[src/rtl/reset_sequencer.sv]
// Lock-qualified power-on reset sequencer: releases NUM_CH active-low reset
// domains one at a time, in order, and re-runs on lock loss or software request.
module reset_sequencer #(
  parameter int NUM_CH      = 3,
  parameter int CNT_W       = 16,
  parameter int LOCK_FILTER = 8,
  parameter int INIT_HOLD   = 10,
  parameter int STAGE_GAP   = 4
) (
  input  logic              SYSCLK,
  input  logic              SYSRESET,
  input  logic              LOCK,
  input  logic              SW_RST_REQ,
  output logic [NUM_CH-1:0] NRST_OUT,
  output logic              SEQ_DONE,
  output logic [1:0]        STATE
);

  localparam int IDX_W = (NUM_CH > 1) ? $clog2(NUM_CH) : 1;

  localparam logic [CNT_W-1:0] LF_T   = CNT_W'(LOCK_FILTER - 1);
  localparam logic [CNT_W-1:0] IH_T   = CNT_W'(INIT_HOLD - 1);
  localparam logic [CNT_W-1:0] SG_T   = CNT_W'(STAGE_GAP - 1);
  localparam logic [IDX_W-1:0] LAST_I = IDX_W'(NUM_CH - 1);

  typedef enum logic [1:0] {
    HOLD  = 2'd0,
    WAIT  = 2'd1,
    STAGE = 2'd2,
    DONE  = 2'd3
  } state_t;

  state_t             state, state_nx;
  logic [CNT_W-1:0]   cnt, cnt_nx;
  logic [IDX_W-1:0]   idx, idx_nx;
  logic [NUM_CH-1:0]  nrst, nrst_nx;
  logic               done, done_nx;

  always_ff @(posedge SYSCLK) begin
    if (SYSRESET) begin
      state <= HOLD;
      cnt   <= '0;
      idx   <= '0;
      nrst  <= '0;
      done  <= 1'b0;
    end else begin
      state <= state_nx;
      cnt   <= cnt_nx;
      idx   <= idx_nx;
      nrst  <= nrst_nx;
      done  <= done_nx;
    end
  end

  always_comb begin
    state_nx = state;
    cnt_nx   = cnt;
    idx_nx   = idx;
    nrst_nx  = nrst;
    done_nx  = done;

    case (state)
      HOLD: begin
        nrst_nx = '0;
        done_nx = 1'b0;
        idx_nx  = '0;
        if (SW_RST_REQ || !LOCK) begin
          cnt_nx = '0;
        end else if (cnt == LF_T) begin
          state_nx = WAIT;
          cnt_nx   = '0;
        end else begin
          cnt_nx = cnt + 1'b1;
        end
      end
      WAIT: begin
        if (cnt == IH_T) begin
          nrst_nx = NUM_CH'(1);
          cnt_nx  = '0;
          idx_nx  = IDX_W'(1);
          if (NUM_CH == 1) begin
            state_nx = DONE;
            done_nx  = 1'b1;
          end else begin
            state_nx = STAGE;
          end
        end else begin
          cnt_nx = cnt + 1'b1;
        end
      end
      STAGE: begin
        if (cnt == SG_T) begin
          // Shifting a 1 in keeps the release pattern thermometer-coded by construction.
          nrst_nx = (nrst << 1) | NUM_CH'(1);
          cnt_nx  = '0;
          if (idx == LAST_I) begin
            state_nx = DONE;
            done_nx  = 1'b1;
          end else begin
            idx_nx = idx + 1'b1;
          end
        end else begin
          cnt_nx = cnt + 1'b1;
        end
      end
      DONE: begin
        nrst_nx = '1;
        done_nx = 1'b1;
      end
      default: state_nx = HOLD;
    endcase

    // Abort overrides any progression outside HOLD; HOLD handles its own clearing.
    if ((state != HOLD) && (!LOCK || SW_RST_REQ)) begin
      state_nx = HOLD;
      cnt_nx   = '0;
      idx_nx   = '0;
      nrst_nx  = '0;
      done_nx  = 1'b0;
    end
  end

  assign NRST_OUT = nrst;
  assign SEQ_DONE = done;
  assign STATE    = state;

endmodule

[config.mk]
export PLATFORM = sky130hd
export DESIGN_NAME = reset_sequencer
export DESIGN_NICKNAME = d
export VERILOG_FILES = /design/src/rtl/reset_sequencer.sv
export SDC_FILE = /design/constraint.sdc
export NUM_CORES = 1
export LEC_CHECK = 0
export CORE_MARGIN = 4
export CORE_UTILIZATION = 58
export CTS_CLUSTER_SIZE = 8
export DETAILED_ROUTE_END_ITERATION = 10
export PLACE_DENSITY = 0.78
export SYNTH_ARGS = -nofsm -noshare
export SYNTH_HDL_FRONTEND = slang
export SYNTH_SLANG_ARGS = --single-unit
[constraint.sdc]
create_clock -name SYSCLK -period 2.7 [get_ports SYSCLK]
set_input_delay 0.54 -clock SYSCLK [delete_from_list [all_inputs] [get_ports SYSCLK]]
set_output_delay 0.54 -clock SYSCLK [all_outputs]
set_load 0.05 [all_outputs]
* Word-level counts from Yosys, hierarchy flattened *
Index checks and enable logic that the tools add are counted.

storage, ports and cells
  register bits after elaboration = 24
  output and inout port bits = 6
  word-level logic and storage cells = 53

operators by class
  $add $sub $neg = 2
  equal/unequal tests = 13
  mux-type cells = 21
  reduce and logical (&&, ||, !) cells = 12

operator list
  operator               count
  $mux 16                4
  $pmux 16 s3            1
  $add 16x1->16 const B  1
  $eq 16x2->1 const B    1
  $eq 16x3->1 const B    1
  $eq 16x4->1 const B    1
  $mux 2                 8
  $ne 2x2->1 const B     6
  $pmux 2 s3             2
  $pmux 3 s4             1
  $eq 2x2->1 const B     3
  $mux 3                 2
  $reduce_and 6->1       1
  $reduce_bool 3->1      2
  $reduce_and 4->1       1
  $pmux 1 s3             1
  $reduce_and 3->1       1
  $add 2x1->2 const B    1
  $eq 2x1->1 const B     1
  $logic_not 2->1        1
  $mux 1                 2
  $reduce_and 2->1       1
  $reduce_bool 2->1      1
  $reduce_or 2->1        1
  3 further kinds        3

* Longest topological paths before layout *
Gate-level depths: netlist of the first run.

  depth in word-level cells = 4
  depth in mapped cells = 8
  mapped depth without buffers = 7

* Worst setup path before layout of the first run *
Ideal clock, no wire load.

  kind = flip-flop to flip-flop
  start point = register state[1], in the netlist STATE[1]
  end point = register idx[1]
  setup time = 101 ps
  data arrival time = 2032 ps
  data required time = 2599 ps
  setup slack = 567 ps
  stages on the path, launching flop included = 7
  clock period less this slack = 2133 ps
  cell sequence = dfxtp_1 inv_1 ha_1 or2_2 and2_1 or2_0 o41ai_1

on the way
  longest elaborated chain between the ends = 3
  elaborated cells between the ends (all ways) = 12
  classes of those cells = 5 x eq/ne; 1 x mux; 6 x reduce/logical

ends and longest elaborated chain
  element                                                               RTL line  RTL
  start, declared                                                       33        state_t state, state_nx;
  start signal, assigned                                                47        state <= state_nx;
  $eq 2x2->1, or another cell as far along                              62        case (state)
  $ne 2x2->1 (no line), or another cell as far along                    --
  $reduce_and 4->1 (no line) / $reduce_or 2->1 (equally long branches)  --
  end signal, assigned                                                  49        idx <= idx_nx;
  end, declared                                                         35        logic [IDX_W-1:0] idx, idx_nx;

Several ways; a longest one is shown, not always the timed one.
A chain may end at the register's enable or synchronous reset.

* Worst setup path after layout of the first run *
  start point = register cnt[0]
  end point = register cnt[2]

on the way
  longest elaborated chain between the ends = 4
  elaborated cells between the ends (all ways) = 9
  classes of those cells = 1 x add/sub; 3 x eq/ne; 5 x mux

ends and longest elaborated chain
  element                                              RTL line  RTL
  start, declared                                      34        logic [CNT_W-1:0] cnt, cnt_nx;
  start signal, assigned                               48        cnt <= cnt_nx;
  $add 16x1->16 / $eq 16x3->1 (equally long branches)  --
  $mux 16                                              69        end else if (cnt == LF_T) begin
  $mux 16                                              67        if (SW_RST_REQ || !LOCK) begin
  $pmux 16 s3 (*)                                      62

Mark *: on every way between the ends. The rest lies on a longest branch, timed or not.

==> key figures, run 1 <==
Hold path
  • Hold path endpoint: NRST_OUT[2]$_SDFFE_PP0P_
  • Hold Crit Start: NRST_OUT[2]$_SDFFE_PP0P_
  • Hold Crit Class: flip-flop to flip-flop
  • Worst hold path cell count: 2

Setup path
  • Reg-to-reg slack, setup: 0.20 ns
  • CP required: 2.89 ns
  • Startpoint Class: flip-flop
  • Worst R2R Path Depth: 6
  • CP max-delay cell: a21oi_4
  • CP Data Arrival Time: 2.69 ns
  • Slowest stage delay, CP: 0.51 ns
  • Crit path cell chain: ha_1 -> or3b_2 -> o41ai_4 -> nand3_2 -> a21oi_4 -> nor3_1
  • Crit Path Max Fanout: 14
  • Reg2Reg Capture Point: cnt[2]$_SDFFE_PP0N_
  • Cell family with most CP delay: compound AO/OA/AOI/OAI gates
  • Crit. End Element: flip-flop
  • Worst Path Buf+Inv: 0
  • Crit Path Class: flip-flop to flip-flop
  • Crit Reg-Reg Startpoint: cnt[0]$_SDFFE_PP0N_

Logic synthesis
  • Commonest cells post-synth: 24 x dfxtp_1, 13 x nand2_1, 11 x a21oi_1
  • Synth unique cells: 43
  • Syn Std Cell Area: 0.001508 mm^2
  • Yosys top cell area share: 31.87%
  • Yosys reg bits: 24
  • Synth Flop Type: dfxtp_1
  • Syn Nets: 178
  • Area leader, netlist: dfxtp_1
  • EDFF count, synth: 0
  • Synth area leaders: dfxtp_1 32%, ha_1 7.5%, nor3_2 6.6%, xor2_1 5.8%, a21oi_1 3.7%
  • Synth warn: 0
  • Most numerous cell in the Yosys netlist: dfxtp_1
  • Ys async rst share: 0%
  • Syn Area/Cell: 9.138 um^2
  • Register area share after synthesis: 31.87%
  • Syn Inst Count: 165

Power
  • Peak VDD IR: 0.2574 mV
  • Leakage: 0.5552 nW
  • Pwr Density: 328.9 mW/mm^2

Cells and area
  • Final core occ: 65.86%
  • Area growth syn-to-layout: 8.215%
  • Share of layout cells above drive strength 1: 16.18%
  • Nets: 188
  • N_diodes: 0

Route
  • Detail Route Antenna Nets: 0
  • WL per Instance: 14.92 um
  • Routed WL: 3028 um
  • Initial DRC count: 34
  • Remaining DRCs: 0
  • Detailed-route via count: 1,215
  • DRT Pass-1 Iters: 4
  • Vias per Instance: 5.985

Clock network
  • Htree depth: 1
  • Clk root buf: clkbuf_4
  • Hold-fix buffers, CTS: 0
  • CTS clk-pin slew, worst paths: 0.12 ns
  • Skew-Pair Late Insertion Delay: 0.31 ns
  • CTS tree: done
  • Clock Path Buffers: 2
  • Total setup buffers inserted after CTS: 0
  • Clock sink total: 24
  • Num CTS Buffers: 3
  • Post-cts gate resize count: 0

Placement
  • DP Wirelength: 2311 um
  • Number of port buffers: 9
  • Gpl congestion: 0.8021

Floorplan
  • Row count: 18
  • IO Count: 10
  • Chip height: 58.99 um
  • Die width: 58.99 um
  • Core Area: 0.002477 mm^2
  • Die area: 0.003479 mm^2
  • Initial core utilization: 60.86%

Global routing
  • Total gr overflow: 0
  • Initial antenna violation count: 0
  • GRT Util Overall: 18.76%
  • Vias in the first global route: 1,218
  • Largest net degree at the start of global routing: 24
  • Global-route wire length before repair: 5064 um

Timing
  • Slew HR: 60.26%
  • Setup TNS: 0 ns
  • Final Setup Violations: 0
  • Hold Violations, Final: 0
  • Slew Viols, Final: 0
  • Tmin final: 2.501 ns
  • Fmax: 0.3999 GHz
  • Unrepaired setup endpoints after global routing: no
  • Clock Skews: 0.001305 ns
  • Worst Tran Pin Value: 0.5907 ns
  • Period utilization: 92.62%

Job
  • MaxCap Viol Count: 0

Outcome
  • Status: complete, no violations
[cells by family (layout without fill, tap and decap cells)]
group	count (synthesis)	count (layout)	synth area share, %
AOI/OAI and AO/OA	23	23	13.11
buffers and inverters	15	23	4.978
xor gates and xnor gates	14	14	8.132
muxes	1	1	0.6639
adders and majority gates	9	9	7.469
and+or+nand+nor	79	79	33.78
DFF	24	24	31.87
[cell usage in the layout, fill, tap and decap left out, drive strengths merged]
master | Yosys | routed
a21o | 1 | 1
a21oi | 12 | 12
a311oi | 1 | 1
a31o | 1 | 1
a41oi | 1 | 1
and2 | 1 | 1
and3 | 4 | 4
and3b | 2 | 2
buf | 3 | 2
clkbuf | 3 | 3
clkdlybuf4s50 | 0 | 9
dfxtp | 24 | 24
ha | 9 | 9
inv | 9 | 9
mux2i | 1 | 1
nand2 | 14 | 14
nand2b | 1 | 1
nand3 | 7 | 7
nand3b | 1 | 1
nand4 | 5 | 5
nand4b | 3 | 3
nor2 | 7 | 7
nor2b | 1 | 1
nor3 | 17 | 17
nor4 | 5 | 5
nor4bb | 2 | 2
o211ai | 2 | 2
o21ai | 1 | 1
o41ai | 4 | 4
or2 | 3 | 3
or3 | 2 | 2
or3b | 1 | 1
or4 | 3 | 3
xnor2 | 4 | 4
xor2 | 10 | 10
[final cells by class]
cell class | count | area [um^2]
Sequential cell | 24 | 480.5
Fill cell | 222 | 845.8
Clock buffer | 3 | 22.52
Inverter | 9 | 33.78
Tap cell | 30 | 37.54
Timing Repair Buffer | 11 | 105.1
Multi-Input combinational cell | 126 | 952.2
[per-layer routing]
metal | vias to the layer above | global-route usage, % | routed length (um)
met5 | - | 0 | 0
met4 | 0 | 7.443 | 46
met3 | 5 | 3.268 | 74
met2 | 13 | 35.49 | 1616
met1 | 581 | 20.35 | 1290
li1 | 616 | - | -
[power breakdown]
| part | internal (mW) | total (mW) | switching (mW) | leakage (nW) |
|---|---|---|---|---|
| sequential | 0.355 | 0.356 | 0.00109 | 0.193 |
| clock | 0.0523 | 0.154 | 0.102 | 0.0138 |
| combinational | 0.00936 | 0.0265 | 0.0171 | 0.348 |
| total | 0.416 | 0.537 | 0.120 | 0.555 |
[worst max path at each step]
stage / to / startpoint / depth (start not counted) / slack [ns]
3_5_place_dp: cnt[2]$_SDFFE_PP0N_ / cnt[0]$_SDFFE_PP0N_ / 6 / 0.24
6_report: cnt[2]$_SDFFE_PP0N_ / cnt[0]$_SDFFE_PP0N_ / 6 / 0.20
2_1_floorplan: idx[1]$_SDFFE_PP0P_ / STATE[1]$_SDFFE_PP0P_ / 6 / 0.57
4_1_cts: cnt[5]$_SDFFE_PP0N_ / cnt[0]$_SDFFE_PP0N_ / 6 / 0.21
5_1_grt: cnt[2]$_SDFFE_PP0N_ / cnt[0]$_SDFFE_PP0N_ / 6 / 0.06
3_3_place_gp: cnt[5]$_SDFFE_PP0N_ / cnt[0]$_SDFFE_PP0N_ / 6 / 0.32
[registers in the layout (all words and copies together) (netlist names)]
register / count
cnt: 16
NRST_OUT: 3
SEQ_DONE: 1
STATE: 2
idx: 2
[worst reg2reg max path, stage by stage, from the launching register on]
cell and delay [ns]:
dfxtp_1 0.43, ha_1 0.25, or3b_2 0.50, o41ai_4 0.34, nand3_2 0.19, a21oi_4 0.51
nor3_1 0.14
[through the flow]
| stage | cells | hold WS (ns) | worst slack [ns] | total power [mW] | cell area, um^2 |
|---|---|---|---|---|---|
| after floorplan | 165 | 0.4679 | 0.5667 | 0.3826 | 1508 |
| after global placement | 200 | 0.4416 | 0.3222 | 0.3893 | 1609 |
| after detailed placement | 200 | 0.4600 | 0.2371 | 0.3903 | 1609 |
| after CTS | 203 | 0.4772 | 0.2104 | 0.5412 | 1632 |
| after global routing | 203 | 0.4983 | 0.06037 | 0.5647 | 1632 |
| final | 203 | 0.4760 | 0.1993 | 0.5366 | 1632 |
Note: power is estimated with default switching activity, not from simulation.
==> run 2, diff against run 1 <==
- CAP_MARGIN: unset -> 20
- REMOVE_ABC_BUFFERS: unset -> 1
- SLEW_MARGIN: unset -> 20
==> key figures, run 2 (synthesis gave the netlist of run 1 again) <==
Cells and area
  • Most flop-heavy register: cnt
  • Share of layout cells above drive strength 1: 16.18% (unchanged)
  • Area growth syn-to-layout: 9.710%
  • Commonest non-fill, non-tap cell in the layout: dfxtp_1
  • Nets: 187 (-0.53%)
  • Most frequent cells in the layout: 24 x dfxtp_1, 13 x nand2_1, 11 x a21oi_1, 10 x xor2_1, 10 x nor3_2
  • Cell area after layout: 0.001654 mm^2 (+1.4%)
  • Final core occ: 66.77% (+0.91 points)
  • Filler instances: 208 (-6.3%)
  • Max FFs per register: 16 (unchanged)
  • N_diodes: 0 (unchanged)

Global routing
  • Total gr overflow: 0 (unchanged)
  • Vias in the first global route: 1,231 (+1.1%)
  • Global-route wire length before repair: 5409 um (+6.8%)
  • Largest net degree at the start of global routing: 15 (-38%)
  • Initial antenna violation count: 0 (unchanged)
  • GRT Util Overall: 19.91% (+1.1 points)

Floorplan
  • Initial core utilization: 60.86% (unchanged)
  • Row count: 18 (unchanged)
  • Chip height: 58.99 um (unchanged)
  • Die width: 58.99 um (unchanged)
  • Core Area: 0.002477 mm^2 (unchanged)
  • IO Count: 10 (unchanged)
  • Die area: 0.003479 mm^2 (unchanged)

Clock network
  • CTS clk-pin slew, worst paths: 0.14 ns (+0.02 ns)
  • Num CTS Buffers: 3 (unchanged)
  • Clock sink total: 24 (unchanged)
  • Clk root buf: clkbuf_4
  • Skew-Pair Late Insertion Delay: 0.31 ns (about the same)
  • Clock Path Buffers: 2 (unchanged)
  • Total setup buffers inserted after CTS: 0 (unchanged)
  • Htree depth: 1 (unchanged)
  • CTS tree: done
  • Hold-fix buffers, CTS: 0 (unchanged)
  • Post-cts gate resize count: 0 (unchanged)

Route
  • Initial DRC count: 37 (+8.8%)
  • Metal-1 WL: 1435 um (+11%)
  • Remaining DRCs: 0 (unchanged)
  • Met2 Wirelength: 1531 um (-5.3%)
  • Detail Route Antenna Nets: 0 (unchanged)
  • Vias per Instance: 6.054 (+1.2%)
  • DRT Pass-1 Iters: 4 (unchanged)
  • Detailed-route via count: 1,229 (+1.2%)
  • Max layer used: met4
  • WL met3: 107 um (+45%)
  • Routed WL: 3117 um (+2.9%)
  • WL per Instance: 15.35 um (+2.9%)

Timing
  • Setup TNS: 0 ns (unchanged)
  • Worst Tran Pin Value: 0.5698 ns (-0.02087 ns)
  • Period utilization: 91.29% (-1.3 points)
  • Final Setup Violations: 0 (unchanged)
  • Tmin final: 2.465 ns (-0.03578 ns)
  • Clock Skews: 0.008790 ns (+0.007485 ns)
  • Slew HR: 61.66% (+1.4 points)
  • Fmax: 0.4057 GHz (+1.5%)
  • Hold Violations, Final: 0 (unchanged)
  • Unrepaired setup endpoints after global routing: no
  • Final hold slack: 0.4658 ns (-0.01021 ns)
  • Slew Viols, Final: 0 (unchanged)

Setup path
  • Crit Reg-Reg Startpoint: cnt[0]$_SDFFE_PP0N_
  • Startpoint Class: flip-flop
  • CP Data Arrival Time: 2.66 ns (-0.03 ns)
  • Crit Path Class: flip-flop to flip-flop
  • CP required: 2.89 ns (about the same)
  • Crit. End Element: flip-flop
  • Reg-to-reg slack, setup: 0.24 ns (+0.04 ns)
  • Worst R2R Path Depth: 6 (unchanged)
  • Crit Path Max Fanout: 14 (unchanged)
  • Reg2Reg Capture Point: cnt[5]$_SDFFE_PP0N_
  • Crit path launch: cnt[0]$_SDFFE_PP0N_

Power
  • Clock power share: 40.6% (+12 points)
  • Comb pwr share: 4.2% (-0.7 points)
  • Power, Total: 0.6446 mW (+20%)
  • Psw: 0.1303 mW (+8.4%)
  • Pwr Density: 389.7 mW/mm^2 (+19%)
  • Internal power: 0.5144 mW (+24%)
  • Sequential cell fraction of total power: 55.2% (-11 points)
  • Peak VDD IR: 0.4017 mV (+56%)
  • Switching Fraction: 20.21% (-2.2 points)
  • Leakage: 0.5639 nW (+1.6%)

Hold path
  • Hold Crit Start: NRST_OUT[2]$_SDFFE_PP0P_
  • Hold Crit Class: flip-flop to flip-flop
  • Worst hold path cell count: 2 (unchanged)
  • Hold path endpoint: NRST_OUT[2]$_SDFFE_PP0P_

Job
  • MaxCap Viol Count: 0 (unchanged)

Placement
  • Number of port buffers: 9 (unchanged)
  • Post-place instance area: 0.001602 mm^2 (-0.47%)
  • DP Wirelength: 2310 um (about the same)
  • Gpl congestion: 0.8136 (+1.4%)

Outcome
  • Status: complete, no violations
-- run 2: worst max path at each step --
| stage | end | slack, ns | cells after the start |
|---|---|---|---|
| after floorplan | cnt[2]$_SDFFE_PP0N_ | 0.49 | 6 |
| after global placement | cnt[3]$_SDFFE_PP0N_ | 0.35 | 6 |
| after detailed placement | cnt[4]$_SDFFE_PP0N_ | 0.27 | 6 |
| after CTS | cnt[5]$_SDFFE_PP0N_ | 0.24 | 6 |
| after global routing | cnt[5]$_SDFFE_PP0N_ | 0.08 | 6 |
| final | cnt[5]$_SDFFE_PP0N_ | 0.24 | 6 |
-- run 2: power groups by stage --
stage / clock network [mW] / logic (mW) / registers [mW]
floorplan: 0 / 0.0158 / 0.364
global placement: 0 / 0.0256 / 0.364
detailed placement: 0 / 0.0268 / 0.364
CTS: 0.264 / 0.0268 / 0.356
global route: 0.278 / 0.0289 / 0.357
finish: 0.262 / 0.0270 / 0.356
-- run 2: through the flow --
step,setup slack [ns],cells
after detailed placement,0.2725,199
final,0.2351,203
after global routing,0.08125,203
after global placement,0.3455,199
after CTS,0.2397,203
after floorplan,0.4909,159
-- run 2: area by class of cell --
class                      count  area (um^2)  share of cell area, %
clock buffer                   3        22.52                  1.362
timing repair buffer          10        97.59                  5.900
multi-input combinational    126        952.2                  57.56
sequential                    24        480.5                  29.05
clock inverter                 1        30.03                  1.815
inverter                       9        33.78                  2.042
tap                           30        37.54                  2.269
-- run 2: critical path, stage by stage, from the launching register on --
cell     delay (ns)
dfxtp_1        0.44
ha_1           0.26
or3b_2         0.51
o41ai_4        0.33
nand3_2        0.19
a21oi_4        0.49
nor3_1         0.11
-- run 2: metal layers --
metal	up-vias	GRT usage, %
li1	613	-
met1	586	25.07
met2	26	34.23
met3	4	2.832
met4	0	7.443
met5	-	0
